**src/rtl/spi_mem_loader_if.sv**
```systemverilog
// -----------------------------------------------------------------------------
// spi_mem_loader_if
// Memory-side word port of the SPI memory loader. The loader drives the
// address, write data and strobes through the master modport; the memory
// (or the mux in front of the memory stage) connects through the slave
// modport and returns read data one clk after mem_re.
//
// Signals:
//   mem_addr   word address
//   mem_wdata  write data
//   mem_we     one-clk write strobe
//   mem_re     one-clk read strobe
//   mem_rdata  read data, valid the clk after mem_re
// -----------------------------------------------------------------------------
interface spi_mem_loader_if #(
  parameter int ADDR_W = 12,
  parameter int DATA_W = 32
);
  logic [ADDR_W-1:0] mem_addr;
  logic [DATA_W-1:0] mem_wdata;
  logic              mem_we;
  logic              mem_re;
  logic [DATA_W-1:0] mem_rdata;

  modport master (
    output mem_addr,
    output mem_wdata,
    output mem_we,
    output mem_re,
    input  mem_rdata
  );

  modport slave (
    input  mem_addr,
    input  mem_wdata,
    input  mem_we,
    input  mem_re,
    output mem_rdata
  );
endinterface

```
**src/rtl/spi_mem_loader.sv**
```systemverilog
// -----------------------------------------------------------------------------
// spi_mem_loader
// SPI mode-0 responder giving an external host word access to the CPU's
// unified memory. Frame (cs_n low): 8-bit command, 16-bit word address
// (low ADDR_W bits used), then any number of 32-bit words, MSB first.
//   0x02 WRITE : each received word is written, address auto-increments.
//   0x03 READ  : words are streamed out on miso (only with readback build).
//   other      : ignored until cs_n rises.
// The CPU is held in reset (cpu_hold) while a frame is in progress.
//
// Build option: define SPI_LOADER_READBACK_EN to include the READ path.
// Without it, 0x03 is treated as an unknown command, mem_re and miso are 0.
//
// Ports:
//   clk       system clock
//   reset     asynchronous active-low reset
//   sclk      SPI clock (asynchronous to clk)
//   cs_n      SPI chip select, active low
//   mosi      host-to-block serial data
//   miso      block-to-host serial data
//   cpu_hold  high while a frame is active; ORed into CPU reset
//   mem       memory port (spi_mem_loader_if master)
// -----------------------------------------------------------------------------
module spi_mem_loader #(
  parameter int ADDR_W = 12,
  parameter int DATA_W = 32
) (
  input  logic               clk,
  input  logic               reset,
  input  logic               sclk,
  input  logic               cs_n,
  input  logic               mosi,
  output logic               miso,
  output logic               cpu_hold,
  spi_mem_loader_if.master   mem
);

  typedef enum logic [2:0] {
    S_IDLE,
    S_CMD,
    S_ADDR,
    S_WDATA,
    S_RDATA,
    S_IGNORE
  } state_t;

  localparam logic [7:0] CMD_WRITE = 8'h02;
  localparam logic [7:0] CMD_READ  = 8'h03;

  state_t state_q, state_d;

  logic sclk_s1_q, sclk_s2_q, sclk_prev_q;
  logic cs_s1_q, cs_s2_q;
  logic mosi_s1_q, mosi_s2_q;
  logic rise_q;

  logic [5:0]        cnt_q, cnt_d;
  logic [7:0]        cmd_q, cmd_d;
  logic [ADDR_W-1:0] addr_q, addr_d;
  logic [DATA_W-1:0] wdata_q, wdata_d;
  logic              we_q, we_d;
  logic [31:0]       rx_sh_q, rx_sh_d;
  logic [31:0]       rx_next;

  assign rx_next = {rx_sh_q[30:0], mosi_s2_q};

`ifdef SPI_LOADER_READBACK_EN
  logic        fall_q;
  logic        re_q, re_d;
  logic        rd_pend_q, rd_pend_d;
  logic        shift_ok_q, shift_ok_d;
  logic        miso_q, miso_d;
  logic [31:0] tx_sh_q, tx_sh_d;
`endif

  // Synchronizers and registered sclk edge detect (3 clk pin-to-detection)
  always_ff @(posedge clk or negedge reset) begin
    if (!reset) begin
      sclk_s1_q   <= 1'b0;
      sclk_s2_q   <= 1'b0;
      sclk_prev_q <= 1'b0;
      cs_s1_q     <= 1'b1;
      cs_s2_q     <= 1'b1;
      mosi_s1_q   <= 1'b0;
      mosi_s2_q   <= 1'b0;
      rise_q      <= 1'b0;
    end else begin
      sclk_s1_q   <= sclk;
      sclk_s2_q   <= sclk_s1_q;
      sclk_prev_q <= sclk_s2_q;
      cs_s1_q     <= cs_n;
      cs_s2_q     <= cs_s1_q;
      mosi_s1_q   <= mosi;
      mosi_s2_q   <= mosi_s1_q;
      rise_q      <= sclk_s2_q & ~sclk_prev_q;
    end
  end

  // Frame FSM, counters and strobes
  always_comb begin
    state_d = state_q;
    cnt_d   = cnt_q;
    cmd_d   = cmd_q;
    addr_d  = addr_q;
    wdata_d = wdata_q;
    we_d    = 1'b0;
    rx_sh_d = rx_sh_q;
`ifdef SPI_LOADER_READBACK_EN
    re_d       = 1'b0;
    rd_pend_d  = 1'b0;
    shift_ok_d = shift_ok_q;
    tx_sh_d    = tx_sh_q;
    miso_d     = miso_q;
`endif

    // Address advances the clk after each strobe so it is stable during it.
    if (we_q) addr_d = addr_q + ADDR_W'(1);

    if (cs_s2_q) begin
      // cs_n high (or rising mid-word): drop any partial word silently.
      state_d = S_IDLE;
      cnt_d   = 6'd0;
    end else begin
      case (state_q)
        S_IDLE: begin
          state_d = S_CMD;
          cnt_d   = 6'd0;
        end
        S_CMD: begin
          if (rise_q) begin
            rx_sh_d = rx_next;
            if (cnt_q == 6'd7) begin
              cmd_d   = rx_next[7:0];
              cnt_d   = 6'd0;
              state_d = S_ADDR;
            end else begin
              cnt_d = cnt_q + 6'd1;
            end
          end
        end
        S_ADDR: begin
          if (rise_q) begin
            rx_sh_d = rx_next;
            if (cnt_q == 6'd15) begin
              addr_d = rx_next[ADDR_W-1:0];
              cnt_d  = 6'd0;
              if (cmd_q == CMD_WRITE) begin
                state_d = S_WDATA;
`ifdef SPI_LOADER_READBACK_EN
              end else if (cmd_q == CMD_READ) begin
                state_d = S_RDATA;
                re_d    = 1'b1;
`endif
              end else begin
                state_d = S_IGNORE;
              end
            end else begin
              cnt_d = cnt_q + 6'd1;
            end
          end
        end
        S_WDATA: begin
          if (rise_q) begin
            rx_sh_d = rx_next;
            if (cnt_q == 6'd31) begin
              we_d    = 1'b1;
              wdata_d = rx_next;
              cnt_d   = 6'd0;
            end else begin
              cnt_d = cnt_q + 6'd1;
            end
          end
        end
`ifdef SPI_LOADER_READBACK_EN
        S_RDATA: begin
          if (rise_q) begin
            shift_ok_d = 1'b1;
            if (cnt_q == 6'd31) begin
              re_d  = 1'b1;
              cnt_d = 6'd0;
            end else begin
              cnt_d = cnt_q + 6'd1;
            end
          end
          // The first falling edge after a load must not shift: the host
          // has not yet sampled the freshly loaded MSB.
          if (fall_q && shift_ok_q) begin
            tx_sh_d = {tx_sh_q[30:0], 1'b0};
            miso_d  = tx_sh_q[30];
          end
        end
`endif
        S_IGNORE: begin
        end
        default: begin
          state_d = S_IDLE;
          cnt_d   = 6'd0;
        end
      endcase
    end

`ifdef SPI_LOADER_READBACK_EN
    if (re_q) begin
      addr_d    = addr_q + ADDR_W'(1);
      rd_pend_d = 1'b1;
    end
    if (rd_pend_q && !cs_s2_q && state_q == S_RDATA) begin
      tx_sh_d    = mem.mem_rdata;
      miso_d     = mem.mem_rdata[31];
      shift_ok_d = 1'b0;
    end
    if (cs_s2_q || state_q != S_RDATA) miso_d = 1'b0;
`endif
  end

  always_ff @(posedge clk or negedge reset) begin
    if (!reset) begin
      state_q <= S_IDLE;
      cnt_q   <= 6'd0;
      cmd_q   <= 8'd0;
      addr_q  <= '0;
      wdata_q <= '0;
      we_q    <= 1'b0;
    end else begin
      state_q <= state_d;
      cnt_q   <= cnt_d;
      cmd_q   <= cmd_d;
      addr_q  <= addr_d;
      wdata_q <= wdata_d;
      we_q    <= we_d;
    end
  end

  // Shift registers carry data only; their contents are qualified by the FSM
  always_ff @(posedge clk) begin
    rx_sh_q <= rx_sh_d;
`ifdef SPI_LOADER_READBACK_EN
    tx_sh_q <= tx_sh_d;
`endif
  end

`ifdef SPI_LOADER_READBACK_EN
  always_ff @(posedge clk or negedge reset) begin
    if (!reset) begin
      fall_q     <= 1'b0;
      re_q       <= 1'b0;
      rd_pend_q  <= 1'b0;
      shift_ok_q <= 1'b0;
      miso_q     <= 1'b0;
    end else begin
      fall_q     <= ~sclk_s2_q & sclk_prev_q;
      re_q       <= re_d;
      rd_pend_q  <= rd_pend_d;
      shift_ok_q <= shift_ok_d;
      miso_q     <= miso_d;
    end
  end

  assign mem.mem_re = re_q;
  assign miso       = miso_q;
`else
  logic unused_rdata;
  assign unused_rdata = ^mem.mem_rdata;
  assign mem.mem_re   = 1'b0;
  assign miso         = 1'b0;
`endif

  assign mem.mem_addr  = addr_q;
  assign mem.mem_wdata = wdata_q;
  assign mem.mem_we    = we_q;
  assign cpu_hold      = ~cs_s2_q;

endmodule

```
**src/flat_wrapper.sv**
```systemverilog
// flat-port wrapper written by rule: the top's interface ports become plain ports
module spi_mem_loader_flat 
#(
  parameter int ADDR_W = 12,
  parameter int DATA_W = 32
)
  (clk, reset, sclk, cs_n, mosi, miso, cpu_hold, mem_mem_addr, mem_mem_wdata, mem_mem_we, mem_mem_re, mem_mem_rdata);
  spi_mem_loader_if #(.ADDR_W(ADDR_W), .DATA_W(DATA_W)) mem_i ();
  input  logic clk;
  input  logic reset;
  input  logic sclk;
  input  logic cs_n;
  input  logic mosi;
  output logic miso;
  output logic cpu_hold;
  output wire logic [$bits(mem_i.mem_addr)-1:0] mem_mem_addr;
  output wire logic [$bits(mem_i.mem_wdata)-1:0] mem_mem_wdata;
  output wire logic [$bits(mem_i.mem_we)-1:0] mem_mem_we;
  output wire logic [$bits(mem_i.mem_re)-1:0] mem_mem_re;
  input wire logic [$bits(mem_i.mem_rdata)-1:0] mem_mem_rdata;
  assign mem_mem_addr = mem_i.mem_addr;
  assign mem_mem_wdata = mem_i.mem_wdata;
  assign mem_mem_we = mem_i.mem_we;
  assign mem_mem_re = mem_i.mem_re;
  assign mem_i.mem_rdata = mem_mem_rdata;
  spi_mem_loader #(.ADDR_W(ADDR_W), .DATA_W(DATA_W)) u_core (.clk(clk), .reset(reset), .sclk(sclk), .cs_n(cs_n), .mosi(mosi), .miso(miso), .cpu_hold(cpu_hold), .mem(mem_i));
endmodule
```
**config.mk**
```make
export PLATFORM = sky130hd
export DESIGN_NAME = spi_mem_loader_flat
export DESIGN_NICKNAME = d
export VERILOG_FILES = /design/src/rtl/spi_mem_loader_if.sv /design/src/rtl/spi_mem_loader.sv /design/src/flat_wrapper.sv
export SDC_FILE = /design/constraint.sdc
export NUM_CORES = 1
export LEC_CHECK = 0
export BUFFER_PORTS_ARGS = -buffer_cell sky130_fd_sc_hd__buf_2
export CORE_UTILIZATION = 35
export CTS_BUF_LIST = sky130_fd_sc_hd__clkbuf_16
export DETAILED_ROUTE_END_ITERATION = 12
export PLACE_DENSITY = 0.65
export REMOVE_ABC_BUFFERS = 1
export SLEW_MARGIN = 5
export SYNTH_ARGS = -nofsm -noshare
export SYNTH_HDL_FRONTEND = slang
export SYNTH_SLANG_ARGS = --single-unit
```
**constraint.sdc**
```tcl
create_clock -name clk -period 5.6 [get_ports clk]
set_input_delay 1.68 -clock clk [delete_from_list [all_inputs] [get_ports clk]]
set_output_delay 1.68 -clock clk [all_outputs]
set_load 0.03 [all_outputs]
```
Yosys cells after proc, flatten, opt, wreduce, memory -nomap -nowiden
Index checks and enable logic that the tools add are counted.

word-level totals
  register bits = 101
  output and inout port bits = 48
  word-level logic and storage cells = 67

operators by class
  $add $sub $neg = 2
  eq/ne operators = 15
  multiplexer cells = 24
  bitwise operators = 3
  reduce and logical (&&, ||, !) cells = 8

operator list
  cell                                           count
  two-way mux 12 bit                             5
  two-way mux 6 bit                              7
  one-hot mux 6 bit (4 select lines)             1
  two-way mux 3 bit                              6
  != test 3 x 1 -> 1 bit, second input constant  5
  adder 12 x 1 -> 12 bit, second input constant  1
  one-hot mux 3 bit (4 select lines)             1
  AND reduction 4 bit                            3
  == test 8 x 2 -> 1 bit, second input constant  1
  adder 6 x 1 -> 6 bit, second input constant    1
  == test 3 x 2 -> 1 bit, second input constant  2
  == test 6 x 3 -> 1 bit, second input constant  1
  == test 6 x 4 -> 1 bit, second input constant  1
  == test 6 x 5 -> 1 bit, second input constant  1
  AND reduction 5 bit                            1
  two-way mux 1 bit                              4
  != test 2 x 1 -> 1 bit, second input constant  2
  == test 3 x 1 -> 1 bit, second input constant  1
  == test 3 bit, second input constant           1
  zero test 3 bit                                1
  AND reduction 3 bit                            1
  OR reduction 3 bit                             1
  NOT 1 bit                                      2
  OR reduction 2 bit                             1
  bitwise AND 1 bit                              1

Logic depth before layout (Yosys ltp)
Gate-level depths: netlist of the first run.

  depth in word-level cells = 6
  mapped depth = 7
  depth with buffers taken out = 5

Worst setup path before layout of the first run
OpenSTA, ideal clock, no wires.

  path kind = register to register
  start = register u_core.state_q[1]
  end = register u_core.cnt_q[0]
  library setup time = 66 ps
  arrival time = 3,469 ps
  required time = 5,534 ps
  slack = 2,064 ps
  cell stages (with the launch flop) = 6
  path buffers = 1
  period minus slack after synthesis = 3,536 ps
  cells stage by stage = dfrtp_1 > buf_2 > o21bai_1 > nor3_1 > and3_4 > mux2_2

on the way
  cells in the longest elaborated chain, start to end = 3
  elaborated cells on any way between the ends = 11

RTL lines
  item                                                                       line                   text
  start, declared                                                            spi_mem_loader.sv:50   state_t state_q, state_d;
  start signal, assigned                                                     spi_mem_loader.sv:225  state_q <= state_d;
  == test 3 x 2 -> 1 bit (tied with other cells)                             spi_mem_loader.sv:124  case (state_q)
  != test 3 x 1 -> 1 bit (no source line) (tied with other cells)            -
  AND reduction 4 bit (no source line) or two-way mux 6 bit (tied branches)  -
  end signal, assigned                                                       spi_mem_loader.sv:226  cnt_q <= cnt_d;
  end, declared                                                              spi_mem_loader.sv:57   logic [5:0] cnt_q, cnt_d;

Several ways; a longest one is shown, not always the timed one.
A chain may end at the register's enable or synchronous reset.

Final worst setup path of the first run
  start = register u_core.cs_s2_q
  end = output port cpu_hold

on the way
  cells in the longest elaborated chain, start to end = 1

RTL lines
  item                        line                  text
  start, declared             spi_mem_loader.sv:53  logic cs_s1_q, cs_s2_q;
  start signal, assigned      spi_mem_loader.sv:92  cs_s2_q <= cs_s1_q;
  NOT 1 bit (no source line)  -
  end, declared               flat_wrapper.sv:15    output logic cpu_hold;

No other way between the ends.

==> qor.yml, run 1 <==
status: "finished, final reports clean"
rrSetupSlack_ns: 3.16
ys_ff_latch: 101
post_cts_buffers: 0
r2r_end: "u_core.mem.mem_wdata[31]"
clk_pin_slew_ns: 0.07
grt_max_degree: 71
p_per_area_nw_per_um2: 301.6
numCtsBuffers: 9
worst-path-buf-inv: 2
fmax_ghz: 0.3532
ff2ff_path_depth: 6
min_from: "u_core.sclk_s1_q"
final_cell_mix: "dfrtp_1 (68), buf_2 (50), mux2_2 (41)"
port_buffers: 50
wl_mm: 7.116
hold_violations: 0
cts_tree: "yes"
dp_cells: 459
rsz0062_at_grt: "no"
n_antenna_cell: 0
synth.distinct_cells: 47
nets: 369
synth_seq_area_share_pct: 67.40
dpl.hpwl_mm: 4.569
die_area_um2: 11810
crit_start: "u_core.cs_s2_q"
clk_path_buf_depth: 2
drtPass1Iterations: 4
postSynthCellCount: 278
clk_latency_ns: 0.34
synthTopCellsByArea: "dfrtp_1 (43%), edfxtp_1 (23%), mux2_2 (12%), a21oi_1 (1.8%), xnor2_1 (1.8%)"
fin_crit_sh_pct: 50.56
grt_first_pass_wirelength_mm: 11.88
routed_via_density: 5.057
grt_pass1_vias: 2380
instances_no_fill: 475
path_cells: "inv_1, buf_2"
die_x_um: 108.7
wl_per_cell_um: 14.98
crit_family: "flip-flops"
syn_area_per_cell_um2: 14.33
cts.sinks: 101
track_usage_pct: 13.37
yosys_most_used_dff: "dfrtp_1"
cts_hold_buffers: 0
worstPathRequired_ns: 3.92
postCtsResizedCells: 0
gr-total-overflow: 0
layout_commonest_cell: "dfrtp_1"
synthArstFlopShare_pct: 69.31
dr_total_vias: 2402
rows: 38
hold_path_class: "reg -> reg"
tightest_slew_ns: 0.9961
area_growth_pct: 16.65
drt-initial-drc-count: 125
synth.top_cell.area_share_pct: 42.71
io_pins: 85
crit_type: "reg -> out"
cp_max_fo: 6
synth-edff-count: 31
cp.depth: 2
htree_num_levels: 3
ir_drop_uv: 198.4
grt_antenna_before_repair: 0
worstPathArrival_ns: 1.15
slew_viol_final: 0
crit-reg2reg-launch: "u_core.cnt_q[0]"
die_y_um: 108.7
fin_crit_ns: 2.831
yosysWarnings: 0
max_stage_delay_ns: 0.58
timing.setup.tns_ns: 0
core_um2: 10980
max_cap_violations: 0
skew_ns: 0.006687
start_util_pct: 36.27
drc_errors: 0
crit_path_end_kind: "output port"
cp_slowest_cell: "dfstp_2"
endpoint: "cpu_hold"
cts_root_buf: "clkbuf_16"
critical_path.startpoint_type: "flip-flop"
syn_area_um2: 3984
setup_viol: 0
gp_congestion: 0.7773
leakagePower_uw: 0.002136
maxSlewHeadroom_pct: 33.24
yosys.area.top_type: "dfrtp_1"
postRouteAntennaNets: 0
drive_above_1_share_pct: 35.82
-- layer usage --
layer  routed length (µm)  share of wire [%]  track usage (%)
met5                    0                  0                0
met4                  130                1.8            6.081
met3                  329                4.6            3.945
met2                 3276                 46            20.84
met1                 3381                 48            17.21
-- registers in the layout, summed over array words and instances, names as in the netlist --
name and count:
u_core.mem.mem_wdata 32, u_core.rx_sh_q 31, u_core.mem.mem_addr 12, u_core.cmd_q 8, u_core.cnt_q 6, u_core.state_q 3, u_core.cs_s1_q 1, u_core.cs_s2_q 1
u_core.mem.mem_we 1, u_core.mosi_s1_q 1, u_core.mosi_s2_q 1, u_core.rise_q 1, u_core.sclk_prev_q 1, u_core.sclk_s1_q 1, u_core.sclk_s2_q 1
-- metrics by stage --
| stage | setup WS (ns) | instance area [µm²] | total power (µW) | hold WS (ns) | util [%] |
|---|---|---|---|---|---|
| floorplan | 2.067 | 3901 | 795.7 | 0.3312 | - |
| global placement | 3.027 | 4354 | 812.2 | 0.3337 | 39.64 |
| detailed placement | 3.023 | 4354 | 812.7 | 0.3365 | 39.64 |
| CTS | 2.737 | 4647 | 1429 | 0.3553 | 42.31 |
| global route | 2.709 | 4647 | 1456 | 0.3623 | 42.31 |
| finish | 2.769 | 4647 | 1402 | 0.3556 | 42.31 |
-- Yosys cell counts (3+ instances only) --
master,count
mux2_2,41
xnor2_1,8
inv_1,7
nand4_1,6
nor3_1,9
xor2_1,3
edfxtp_1,31
nor2b_1,5
buf_2,3
nand3_1,8
nand2_1,9
dfrtp_1,68
nor4_1,4
buf_4,5
nor2_1,15
a22o_1,3
clkbuf_1,3
a21oi_1,14
-- final cells by class --
class,count,area (µm²)
Clock buffer,10,250.2
Clock inverter,6,42.54
Fill cell,990,6336
Inverter,7,26.28
Multi-Input combinational cell,158,1195
Sequential cell,101,2685
Tap cell,140,175.2
Timing Repair Buffer,53,272.8
-- worst min-delay path by stage --
stage | cells past startpoint | slack, ns | to
global route | 0 | 0.36 | u_core.sclk_s2_q
floorplan | 0 | 0.33 | u_core.mosi_s2_q
detailed placement | 0 | 0.34 | u_core.mosi_s2_q
finish | 0 | 0.36 | u_core.sclk_s2_q
global placement | 0 | 0.33 | u_core.mosi_s2_q
CTS | 0 | 0.36 | u_core.sclk_s2_q
-- power breakdown --
group          internal [µW]  total [µW]  switching (µW)
logic                   5.45        25.3            19.8
registers                766         771            4.79
clock network            331         605             274
-- cells by family after synthesis --
| group | count (synthesis) | share of synthesized area [%] |
|---|---|---|
| AO/OA/AOI/OAI | 31 | 5.214 |
| XOR/XNOR | 11 | 2.419 |
| adder cells (fa/ha/maj) | 2 | 0.6280 |
| buffers and inverters | 20 | 2.827 |
| flip-flops | 101 | 67.40 |
| multiplexers | 42 | 11.84 |
| other | 1 | 0.09413 |
| AND/OR/NAND/NOR | 70 | 9.579 |
No activity file was read; power rests on OpenSTA's default activity.
==> inputs of run 2 (changes only) <==
--- a/config.mk
+++ b/config.mk
@@ -9,7 +9,7 @@
 export CORE_UTILIZATION = 35
 export CTS_BUF_LIST = sky130_fd_sc_hd__clkbuf_16
 export DETAILED_ROUTE_END_ITERATION = 12
-export PLACE_DENSITY = 0.65
+export PLACE_DENSITY = 0.67
 export REMOVE_ABC_BUFFERS = 1
 export SLEW_MARGIN = 5
 export SYNTH_ARGS = -nofsm -noshare
==> constraint.sdc (replaced) <==
create_clock -name clk -period 2.5 [get_ports clk]
set_input_delay 0.75 -clock clk [delete_from_list [all_inputs] [get_ports clk]]
set_output_delay 0.75 -clock clk [all_outputs]
set_load 0.03 [all_outputs]
==> run 2 against run 1 <==
Register-to-register slack worse by 2.7 ns. Clock skew down 0.00085 ns. Via count is 1.7% lower. Sequential share of layout area decreased by 0.89 points. Sequential power is 120% higher. Cell count increased by 0.84%. Die area did not move. Combinational power grew to 2.5 times the previous value. Setup slack got worse by 2.3 ns. Worst hold slack lost 0.0061 ns. Core utilization up 0.66 points. Critical endpoint is now u_core.cmd_q[2]. Largest power group unchanged. Highest routed layer unchanged.
==> qor.yml, run 2 (synthesis results as in run 1) <==
status: "finished, final reports clean"
wl_mm: 6.989
hold_violations: 0
drtPass1Iterations: 4
fin_crit_ns: 2.004
grt_first_pass_wirelength_mm: 11.85
port_buffers: 50
max_cap_violations: 0
hold_path_class: "reg -> reg"
drt-initial-drc-count: 66
p_per_area_nw_per_um2: 678.3
worstPathArrival_ns: 2.22
core_um2: 10980
cts_tree: "yes"
crit_path_end_kind: "flip-flop"
cts_hold_buffers: 0
p_comb_share_pct: 2.0
leakagePower_uw: 0.002172
dpl.hpwl_mm: 4.781
timing.setup.tns_ns: 0
worstPathRequired_ns: 2.72
rows: 38
htree_num_levels: 3
clk_path_buf_depth: 2
holdWs_ns: 0.3495
rsz0062_at_grt: "no"
power_uw: 3201
final_cell_mix: "dfrtp_1 (68), buf_2 (50), mux2_2 (41)"
cts_root_buf: "clkbuf_16"
seq_power_share_pct: 54.0
slew_viol_final: 0
clockPowerShare_pct: 44.0
grt_antenna_before_repair: 0
p_switching_uw: 633.2
critical_path.startpoint_type: "flip-flop"
intPower_uw: 2568
fin_ws_ns: 0.4962
crit_type: "reg -> reg"
setup_viol: 0
cts.sinks: 101
routed_via_density: 4.927
netSwitchingFraction_pct: 19.78
drc_errors: 0
wl_per_cell_um: 14.59
nets: 373
grt_max_degree: 27
clk_pin_slew_ns: 0.06
numCtsBuffers: 9
fin_crit_sh_pct: 80.15
largest_register_ffs: 32
dr_total_vias: 2360
die_x_um: 108.7
pre_cts_ws_ns: 0.5199
layout_commonest_cell: "dfrtp_1"
gr-total-overflow: 0
cp_max_fo: 8
ir_drop_uv: 391.3
n_antenna_cell: 0
maxSlewHeadroom_pct: 55.93
start_util_pct: 36.27
drive_above_1_share_pct: 35.99
io_pins: 85
skew_ns: 0.005836
die_y_um: 108.7
fmax_ghz: 0.4991
grt_pass1_vias: 2341
postRouteAntennaNets: 0
area_growth_pct: 18.47
postCtsResizedCells: 0
gp_congestion: 0.7928
track_usage_pct: 13.31
tightest_slew_ns: 0.6611
clk_latency_ns: 0.34
post_cts_buffers: 0
die_area_um2: 11810
[run 2: layer usage]
layer | vias up | GRT usage (%) | share of wire (%)
li1 | 1115 | - | -
met1 | 1187 | 17.87 | 48
met2 | 51 | 20.25 | 46
met3 | 7 | 4.124 | 5.1
met4 | 0 | 4.923 | 1.2
met5 | - | 0 | 0
[run 2: area by class of cell]
type | count | area, µm²
Tap cell | 140 | 175.2
Sequential cell | 101 | 2685
Clock inverter | 6 | 60.06
Inverter | 7 | 26.28
Clock buffer | 10 | 250.2
Timing Repair Buffer | 57 | 327.8
Fill cell | 1017 | 6264
Multi-Input combinational cell | 158 | 1195
[run 2: power by group through the flow]
stage / Combinational (µW) / Sequential (µW) / Clock [µW]
finish: 64.5 / 1730 / 1410
detailed placement: 67.7 / 1760 / 0
floorplan: 24.5 / 1760 / 0
global placement: 65.6 / 1760 / 0
global route: 75.2 / 1730 / 1520
CTS: 67.7 / 1730 / 1460
[run 2: final timing paths]
| path | depth (start not counted) | startpoint | to | slack, ns |
|---|---|---|---|---|
| max | 5 | u_core.cnt_q[0] | u_core.cmd_q[2] | 0.50 |
| min | 0 | u_core.mosi_s1_q | u_core.mosi_s2_q | 0.35 |
| max reg2reg | 5 | u_core.cnt_q[0] | u_core.cmd_q[2] | 0.50 |
| min reg2reg | 0 | u_core.mosi_s1_q | u_core.mosi_s2_q | 0.35 |
| max in group asynchronous | 2 | reset | u_core.cmd_q[2] | 1.50 |
| min in group asynchronous | 1 | reset | u_core.mem.mem_wdata[24] | 0.45 |
[run 2: per-stage QoR]
stage	std cells	utilization, %	instance area [µm²]
finish	479	42.97	4720
global route	479	42.97	4720
CTS	479	42.97	4720
detailed placement	463	40.15	4409
global placement	463	40.15	4409
floorplan	266	-	3901
[run 2: worst max-delay path: stages, from the launching register on]
cell     delay, ns
dfrtp_1       0.37
ha_1          0.23
nor3b_2       0.32
nand4_1       0.19
nor2_2        0.38
mux2_2        0.39
==> inputs of run 3 (changes only) <==
--- a/config.mk
+++ b/config.mk
@@ -9,7 +9,7 @@
 export CORE_UTILIZATION = 35
 export CTS_BUF_LIST = sky130_fd_sc_hd__clkbuf_16
 export DETAILED_ROUTE_END_ITERATION = 12
-export PLACE_DENSITY = 0.67
+export PLACE_DENSITY = 0.65
 export REMOVE_ABC_BUFFERS = 1
 export SLEW_MARGIN = 5
 export SYNTH_ARGS = -nofsm -noshare
==> constraint.sdc (replaced) <==
create_clock -name clk -period 2 [get_ports clk]
set_input_delay 0.6 -clock clk [delete_from_list [all_inputs] [get_ports clk]]
set_output_delay 0.6 -clock clk [all_outputs]
set_load 0.03 [all_outputs]
==> run 3 against run 2 <==
Critical path depth up 1. Clock skew is 0.00071 ns higher. Core utilization increased by 0.16 points. Sequential share of layout area is 0.21 points lower. Highest routed layer unchanged. Worst hold slack lost 0.077 ns. Power is 26% higher. Cell count is 0.42% higher. Maximum frequency up 9.9%.
==> qor.yml, run 3 (synthesis results as in run 1) <==
ir_drop_uv: 482.8
cp_slowest_cell: "dfrtp_1"
drc_errors: 0
use_met2_pct: 20.84
clk_path_buf_depth: 2
fin_crit_sh_pct: 91.20
ff2ff_path_depth: 6
timing.setup.tns_ns: 0
crit_path_end_kind: "flip-flop"
clk_pin_slew_ns: 0.07
leakagePower_uw: 0.002177
rrSetupSlack_ns: 0.18
fmax_ghz: 0.5483
n_antenna_cell: 0
cp_max_fo: 10
rsz0062_at_grt: "no"
use_met1_pct: 18.65
status: "finished, final reports clean"
rows: 38
grt_max_degree: 71
netSwitchingFraction_pct: 20.26
layout_commonest_cell: "dfrtp_1"
die_y_um: 108.7
top_usage_layer: "met2"
port_buffers: 50
grt_first_pass_wirelength_mm: 12.46
die_area_um2: 11810
final_util_pct: 43.13
io_pins: 85
numCtsBuffers: 9
cts_hold_buffers: 0
holdWs_ns: 0.2728
track_usage_pct: 14.11
cts_tree: "yes"
max_stage_delay_ns: 0.37
dr_total_vias: 2421
grtUsageMet3_pct: 4.842
drtPass1Iterations: 4
largest_register_ffs: 32
r2r_end: "u_core.mem.mem_wdata[2]"
drive_above_1_share_pct: 36.95
regArea_um2: 2685
seq_power_share_pct: 53.7
tightest_slew_ns: 0.5541
crit-reg2reg-launch: "u_core.cnt_q[0]"
multi_input_area_um2: 1197
cts.sinks: 101
clk_latency_ns: 0.34
max_cap_violations: 0
worstPathArrival_ns: 2.05
fin_crit_ns: 1.824
hold_violations: 0
gp_congestion: 0.8709
nets: 375
crit_type: "reg -> reg"
wl_mm: 7.367
wl_per_cell_um: 15.32
p_switching_uw: 815.1
postRouteAntennaNets: 0
cts_root_buf: "clkbuf_16"
skew_ns: 0.006547
routed_via_density: 5.033
clockPowerShare_pct: 44.4
area_growth_pct: 18.91
grt_antenna_before_repair: 0
drt-initial-drc-count: 77
setup_viol: 0
core_um2: 10980
grt_pass1_vias: 2437
p_per_area_nw_per_um2: 849.2
nFillCells: 1020
maxSlewHeadroom_pct: 62.54
start_util_pct: 36.27
p_comb_share_pct: 1.9
intPower_uw: 3208
hold_path_class: "in -> async"
slew_viol_final: 0
gr-total-overflow: 0
worstPathRequired_ns: 2.23
power_uw: 4023
dpl.hpwl_mm: 4.782
die_x_um: 108.7
critical_path.startpoint_type: "flip-flop"
final_cell_mix: "dfrtp_1 (68), buf_2 (50), mux2_2 (41)"
path_cells: "ha_2, nand2b_1, nor3_1, and2_1, buf_4, mux2_2"
htree_num_levels: 3
[run 3: what timing repair did]
action | 4_1_cts | 5_1_grt
gates resized for setup | 0 | 1
setup endpoints to repair | 0 | 2
buffers inserted | 0 | 0
[run 3: per-stage QoR]
stage / area, µm² / instances / worst slack (ns)
5_1_grt: 4737 / 481 / 0.04271
4_1_cts: 4735 / 481 / 0.1295
6_report: 4737 / 481 / 0.1760
3_5_place_dp: 4424 / 465 / 0.1419
2_1_floorplan: 3901 / 266 / -1.533
3_3_place_gp: 4424 / 465 / 0.1651
[run 3: how the worst max path moves through the flow]
stage	start	cells past startpoint	slack, ns	endpoint
floorplan	u_core.state_q[1]	4	-1.53	u_core.cnt_q[0]
global placement	u_core.cnt_q[0]	6	0.17	u_core.mem.mem_wdata[10]
detailed placement	u_core.cnt_q[1]	6	0.14	u_core.mem.mem_wdata[11]
CTS	u_core.cnt_q[1]	6	0.13	u_core.mem.mem_wdata[2]
global route	u_core.cnt_q[1]	6	0.04	u_core.mem.mem_wdata[1]
finish	u_core.cnt_q[0]	6	0.18	u_core.mem.mem_wdata[2]
[run 3: routing by layer]
metal	routed length [µm]	vias to the layer above
li1	-	1117
met2	3315	52
met1	3499	1238
met3	385	14
met5	0	-
met4	167	0
[run 3: layout make-up]
| class | count | share of cell area [%] |
|---|---|---|
| clock buffers | 10 | 5.283 |
| inverters | 7 | 0.5547 |
| repair buffers | 59 | 7.237 |
| well taps | 140 | 3.698 |
| multi-input cells | 158 | 25.28 |
| clock inverters | 6 | 1.268 |
| flip-flops and latches | 101 | 56.68 |
[run 3: power by group through the flow]
stage / registers (µW) / clock network (µW) / logic (µW)
2_1_floorplan: 2200 / 0 / 30.6
3_3_place_gp: 2200 / 0 / 78.9
3_5_place_dp: 2200 / 0 / 80.6
4_1_cts: 2160 / 1850 / 81.0
5_1_grt: 2160 / 1920 / 88.7
6_report: 2160 / 1790 / 76.9
[run 3: critical path, delay by kind of cell (launching register included)]
family / cells / cell delay [ns]
mux: 1 / 0.34
fa+ha+maj: 1 / 0.23
buf+inv: 1 / 0.22
simple gates: 3 / 0.55
flops: 1 / 0.37
